$ cat config.mk
export PLATFORM = sky130hd
export DESIGN_NAME = pipe_stage_skid
export DESIGN_NICKNAME = d
export VERILOG_FILES = /design/src/rtl/cpu_pipe_pkg.sv /design/src/rtl/pipe_slot.sv /design/src/rtl/pipe_stage_skid.sv
export SDC_FILE = /design/constraint.sdc
export NUM_CORES = 1
export LEC_CHECK = 0
export ABC_AREA = 1
export CAP_MARGIN = 20
export CORE_MARGIN = 2
export CORE_UTILIZATION = 51
export CTS_CLUSTER_SIZE = 25
export DETAILED_ROUTE_END_ITERATION = 8
export GPL_TIMING_DRIVEN = 0
export HOLD_SLACK_MARGIN = 0.08
export PLACE_DENSITY_LB_ADDON = 0.1
export RECOVER_POWER = 100
export REMOVE_ABC_BUFFERS = 1
export SLEW_MARGIN = 30
export SYNTH_ARGS = -nofsm -noshare
export SYNTH_HDL_FRONTEND = slang
export SYNTH_HIERARCHICAL = 1
export SYNTH_SLANG_ARGS = --single-unit
$ cat constraint.sdc
create_clock -name clk -period 1.9 [get_ports clk]
set_input_delay 0.38 -clock clk [delete_from_list [all_inputs] [get_ports clk]]
set_output_delay 0.38 -clock clk [all_outputs]
set_load 0.005 [all_outputs]
$ cat src/rtl/cpu_pipe_pkg.sv
// rtl/cpu_pipe_pkg.sv - shared widths, stage state encoding and zero-register constant
package cpu_pipe_pkg;
  localparam int XLEN_DEF   = 32;
  localparam int REG_AW_DEF = 5;
  localparam int ZERO_REG   = 0;

  typedef enum logic [1:0] {
    ST_EMPTY = 2'd0,
    ST_ONE   = 2'd1,
    ST_TWO   = 2'd2
  } stage_state_t;
endpackage

$ cat src/rtl/pipe_slot.sv
// rtl/pipe_slot.sv - single pipeline entry: valid bit plus payload register
module pipe_slot #(
  parameter int W = 8
) (
  input  logic         clk,
  input  logic         rst_n,
  input  logic         load,
  input  logic         clear,
  input  logic [W-1:0] data_in,
  output logic         valid,
  output logic [W-1:0] data
);
  // Payload only moves on load so downstream values stay put while stalled.
  always_ff @(posedge clk or negedge rst_n) begin
    if (!rst_n) begin
      valid <= 1'b0;
      data  <= '0;
    end else begin
      if (clear)     valid <= 1'b0;
      else if (load) valid <= 1'b1;
      if (load) data <= data_in;
    end
  end
endmodule

$ cat src/rtl/pipe_stage_skid.sv
// rtl/pipe_stage_skid.sv - valid/ready pipeline stage with optional skid entry, flush and lookup
module pipe_stage_skid
  import cpu_pipe_pkg::*;
#(
  parameter int XLEN   = XLEN_DEF,
  parameter int REG_AW = REG_AW_DEF,
  parameter int SIDE_W = 1,
  parameter int SKID   = 1
) (
  input  logic              clk,
  input  logic              rst_n,
  input  logic              flush,
  input  logic              a_valid,
  output logic              a_ready,
  input  logic [XLEN-1:0]   a_pc,
  input  logic [XLEN-1:0]   a_inst,
  input  logic [REG_AW-1:0] a_reg_d,
  input  logic [XLEN-1:0]   a_reg_d_v,
  input  logic [SIDE_W-1:0] a_side,
  output logic              m_valid,
  input  logic              m_ready,
  output logic [XLEN-1:0]   m_pc,
  output logic [XLEN-1:0]   m_inst,
  output logic [REG_AW-1:0] m_reg_d,
  output logic [XLEN-1:0]   m_reg_d_v,
  output logic [SIDE_W-1:0] m_side,
  input  logic [REG_AW-1:0] q_reg,
  output logic              q_hit,
  output logic [XLEN-1:0]   q_v
);
  localparam int PW = 3*XLEN + REG_AW + SIDE_W;

  stage_state_t    state, state_n;
  logic            a_ready_q;
  logic            accept, retire;
  logic            main_load, main_clear, main_from_skid, skid_load, skid_clear;
  logic            main_valid, skid_valid;
  logic [PW-1:0]   a_data, main_in, main_data, skid_data;
  logic [REG_AW-1:0] skid_reg_d;
  logic [XLEN-1:0] skid_reg_d_v;

  assign a_data  = {a_pc, a_inst, a_reg_d, a_reg_d_v, a_side};
  assign {m_pc, m_inst, m_reg_d, m_reg_d_v, m_side} = main_data;
  assign m_valid = main_valid;
  assign accept  = a_valid & a_ready;
  assign retire  = main_valid & m_ready;
  assign main_in = main_from_skid ? skid_data : a_data;
  assign skid_reg_d   = skid_data[SIDE_W+XLEN +: REG_AW];
  assign skid_reg_d_v = skid_data[SIDE_W +: XLEN];

  always_ff @(posedge clk or negedge rst_n) begin
    if (!rst_n) begin
      state     <= ST_EMPTY;
      a_ready_q <= 1'b1;
    end else begin
      state     <= state_n;
      a_ready_q <= (state_n != ST_TWO);
    end
  end

  // With SKID=0 the combinational ready makes accept imply retire in ONE, so TWO is unreachable.
  always_comb begin
    state_n        = state;
    main_load      = 1'b0;
    main_clear     = 1'b0;
    main_from_skid = 1'b0;
    skid_load      = 1'b0;
    skid_clear     = 1'b0;
    if (flush) begin
      state_n    = ST_EMPTY;
      main_clear = 1'b1;
      skid_clear = 1'b1;
    end else begin
      case (state)
        ST_EMPTY: if (accept) begin
          main_load = 1'b1;
          state_n   = ST_ONE;
        end
        ST_ONE: begin
          if (accept && retire) begin
            main_load = 1'b1;
          end else if (accept) begin
            skid_load = 1'b1;
            state_n   = ST_TWO;
          end else if (retire) begin
            main_clear = 1'b1;
            state_n    = ST_EMPTY;
          end
        end
        ST_TWO: if (retire) begin
          main_load      = 1'b1;
          main_from_skid = 1'b1;
          skid_clear     = 1'b1;
          state_n        = ST_ONE;
        end
        default: state_n = ST_EMPTY;
      endcase
    end
  end

  pipe_slot #(.W(PW)) u_main (
    .clk(clk), .rst_n(rst_n), .load(main_load), .clear(main_clear),
    .data_in(main_in), .valid(main_valid), .data(main_data)
  );

  if (SKID != 0) begin : g_skid
    pipe_slot #(.W(PW)) u_skid (
      .clk(clk), .rst_n(rst_n), .load(skid_load), .clear(skid_clear),
      .data_in(a_data), .valid(skid_valid), .data(skid_data)
    );
    assign a_ready = a_ready_q;
  end else begin : g_noskid
    assign skid_valid = 1'b0;
    assign skid_data  = '0;
    assign a_ready    = ~main_valid | m_ready;
  end

  // Skid holds the younger entry, so it wins the forwarding lookup.
  always_comb begin
    q_hit = 1'b0;
    q_v   = '0;
    if (q_reg != REG_AW'(ZERO_REG)) begin
      if (skid_valid && skid_reg_d == q_reg) begin
        q_hit = 1'b1;
        q_v   = skid_reg_d_v;
      end else if (main_valid && m_reg_d == q_reg) begin
        q_hit = 1'b1;
        q_v   = m_reg_d_v;
      end
    end
  end
endmodule

==> run metrics <==
outcome=finished with violations; failing checks=setup timing; GP Congestion=0.769; worst hold path type=input pin to flip-flop; post-route insts no fill=1,933; GRT Overall Usage=30.2%; num rows=52; CP most frequent cell=nor2_4; share of cells above drive strength 1=18.6%; H-tree lvl count=1; Synth Instances=1,349; die area=22,000 um2; XOR/XNOR Fraction of Synth Area=0%; Setup violations, final=135; cell family contributing the most delay on the critical path=simple AND/OR/NAND/NOR gates; Iter 0 DRT Violations=807; synthesis warning total=6; syn_area_per_cell=7.87 um2; worst slew pin tran=1.02 ns; sequential area share after synthesis=49.3%; # fillers=1,415; DR pass1 iterations=6; worst reg2reg endpoint=u_main/data[15]; final WL=36,700 um; unrepaired setup endpoints after global routing=true; Static Leak=8.27 nW; worst hold start=a_inst[10]; normalized max-slew margin=31.7%; Fmax=377 MHz; worst skew pair latency=0.53 ns; die height=148 um; simple-gate share of the synthesized area=31.6%; Synth Area in Adders=0%; final max-slew violation count=0; count of different cell masters after synthesis=20; IO buf count=248; number of global-route vias before repair=9,737; Setup WS pre-CTS=-1.61 ns; Compound-Gate Fraction of Synth Area=1.97%; final worst slack=-0.754 ns; Yosys reg bits=209; main combinational cell family by area after synthesis=simple AND/OR/NAND/NOR gates; Core ar.=20,300 um2; first-pass GRT wire length=52,500 um; Synth Cell Area=10,600 um2; largest net degree at the start of global routing=83; layer with the highest usage=met2; Clock Skew=0.0109 ns; CP endpoint kind=primary output; slowest stage delay, CP=0.43 ns; crit path launch type=flip-flop; wire length per cell=19.0 um; top post-synthesis cells by area=dfrtp_1, nand2_1, mux2_4, nor2_1, buf_6; Multi-input gate area=4860 um2; crit path max fanout=13; hold_ws=0.421 ns; Final Hold Viols=0; Final Core Density=75.9%; worst r2r path cells=12; Placed Cells=1,805; worst path bufs/invs=3; area leader, netlist=dfrtp_1; CP arrival=2.27 ns; Max-cap violations=0; initial antenna violation count=2; P&R area growth vs syn=45.3%; PD cells=1090 nW/um2; # nets final=1,761; Remaining DRCs=0; Top-Level Pins=249; Reg area=5230 um2; CP Data Required Time=1.52 ns; crit-path cells=inv_1, nand2_1, nand2_2, nor2_4, nand3_4, buf_16, nor2_1, nor2_4, nor2_2, buf_2; met3 Resource Use GR=8.10%; CTS tree=built; Root Driver=clkbuf_16; clock sink count=209; Crit Path Category=flip-flop to primary output; Reg-to-Reg Start=u_main/valid; M2 GR Usage=50.1%; most common cell after layout, fill and taps aside=nand2_1; hpwl dp=17,700 um; GR met1 Demand/Resource=38.0%; most frequent cells in the layout=nand2_1, dfrtp_1, clkdlybuf4s50_1; vias per inst=5.37; grt ovf=0; Reg clk slew, reported paths=0.06 ns; design area=15,400 um2; hold path depth=3; Die W=148 um; CTS Buf Count=24; post-route ant nets=0; Crit-path slowest cell=dfrtp_1; clk buf depth=3; worst reg2reg setup slack=-0.08 ns; vias after detailed routing=10.4k; min Tclk post-route=2.65 ns; Max VDD drop=0.906 mV; multiplexer share of the synthesized area=8.67%; post-synth top area share=49.1%; hold endpoint=g_skid.u_skid/data[48]; Starting Density=52.3%; final period utilization=140%; placed cell area=13,400 um2
## cells in the mapped netlist, drive strengths merged
master / n
a21boi: 1
o21ai: 39
inv: 87
dfrtp: 208
clkbuf: 11
nor3: 2
a31oi: 1
buf: 68
nor2: 113
mux2: 66
nand4: 32
nand2: 715
nand3: 5
dfstp: 1
## state kept, by name, indices dropped and copies added, names as in the netlist
register and cells:
a_ready 1, u_main/valid 1, u_main/data 102, g_skid.u_skid/valid 1, state 2, g_skid.u_skid/data 102
## worst reg2reg max path, cell delays in order, from the launching register on
cell and delay (ns):
dfrtp_1 0.37, buf_4 0.16, nand2_4 0.09, inv_2 0.10
nor2_2 0.06, nor3_2 0.12, nand2_1 0.17, nand2_8 0.15
buf_16 0.17, clkinv_16 0.12, buf_16 0.18, nand2_1 0.13
nand2_1 0.07
## metrics by stage
| step | setup TNS [ns] | total power [mW] |
|---|---|---|
| floorplan | -849.38 | 8.60 |
| global placement | -3869.08 | 10.8 |
| detailed placement | -228.81 | 11.1 |
| CTS | -19.07 | 16.4 |
| global route | -44.77 | 17.6 |
| finish | -33.83 | 16.7 |
## worst max-delay path by stage
stage	startpoint	to	slack, ns	cells past startpoint
after detailed placement	q_reg[3]	q_v[10]	-1.61	11
after CTS	g_skid.u_skid/data[34]	q_v[8]	-0.63	10
after global routing	u_main/data[35]	q_v[6]	-0.80	10
after floorplan	u_main/valid	u_main/data[0]	-4.09	7
final	u_main/data[36]	q_v[6]	-0.75	10
after global placement	a_valid	g_skid.u_skid/data[37]	-10.17	8
## final cells by class
| type | count | share of cell area (%) |
|---|---|---|
| diodes | 1 | 0.0162 |
| clock buffers | 31 | 4.20 |
| clock inverters | 8 | 0.852 |
| inverters | 87 | 2.51 |
| multi-input cells | 978 | 31.5 |
| flip-flops and latches | 209 | 33.9 |
| well taps | 270 | 2.19 |
| repair buffers | 344 | 24.3 |
| repair inverters | 5 | 0.471 |
## repair_timing
action,4_1_cts,5_1_grt
cloned,14,8
pin swaps,25,46
endpoints found under the hold margin,66,0
buffers inserted,49,22
gates resized for setup,176,103
hold buffers,1,0
setup endpoints to repair,204,219
## logic make-up (layout without fill, tap and decap cells)
family          count (synthesis)  in the layout
other cells                     0              1
buf+inv                       166            475
simple gates                  867            871
compound gates                 41             41
flops                         209            209
mux                            66             66
## power breakdown
| part | switching, mW | leakage (nW) | internal [mW] |
|---|---|---|---|
| Combinational | 2.49 | 5.28 | 2.70 |
| Sequential | 0.932 | 2.62 | 5.94 |
| Clock | 1.87 | 0.373 | 2.80 |
## metal layers
metal,up-vias,share of wire (%)
met2,533,48
met3,146,10
li1,4745,-
met4,2,4.4
met5,-,0.038
met1,4946,38
Note: power is estimated with default switching activity, not from simulation.
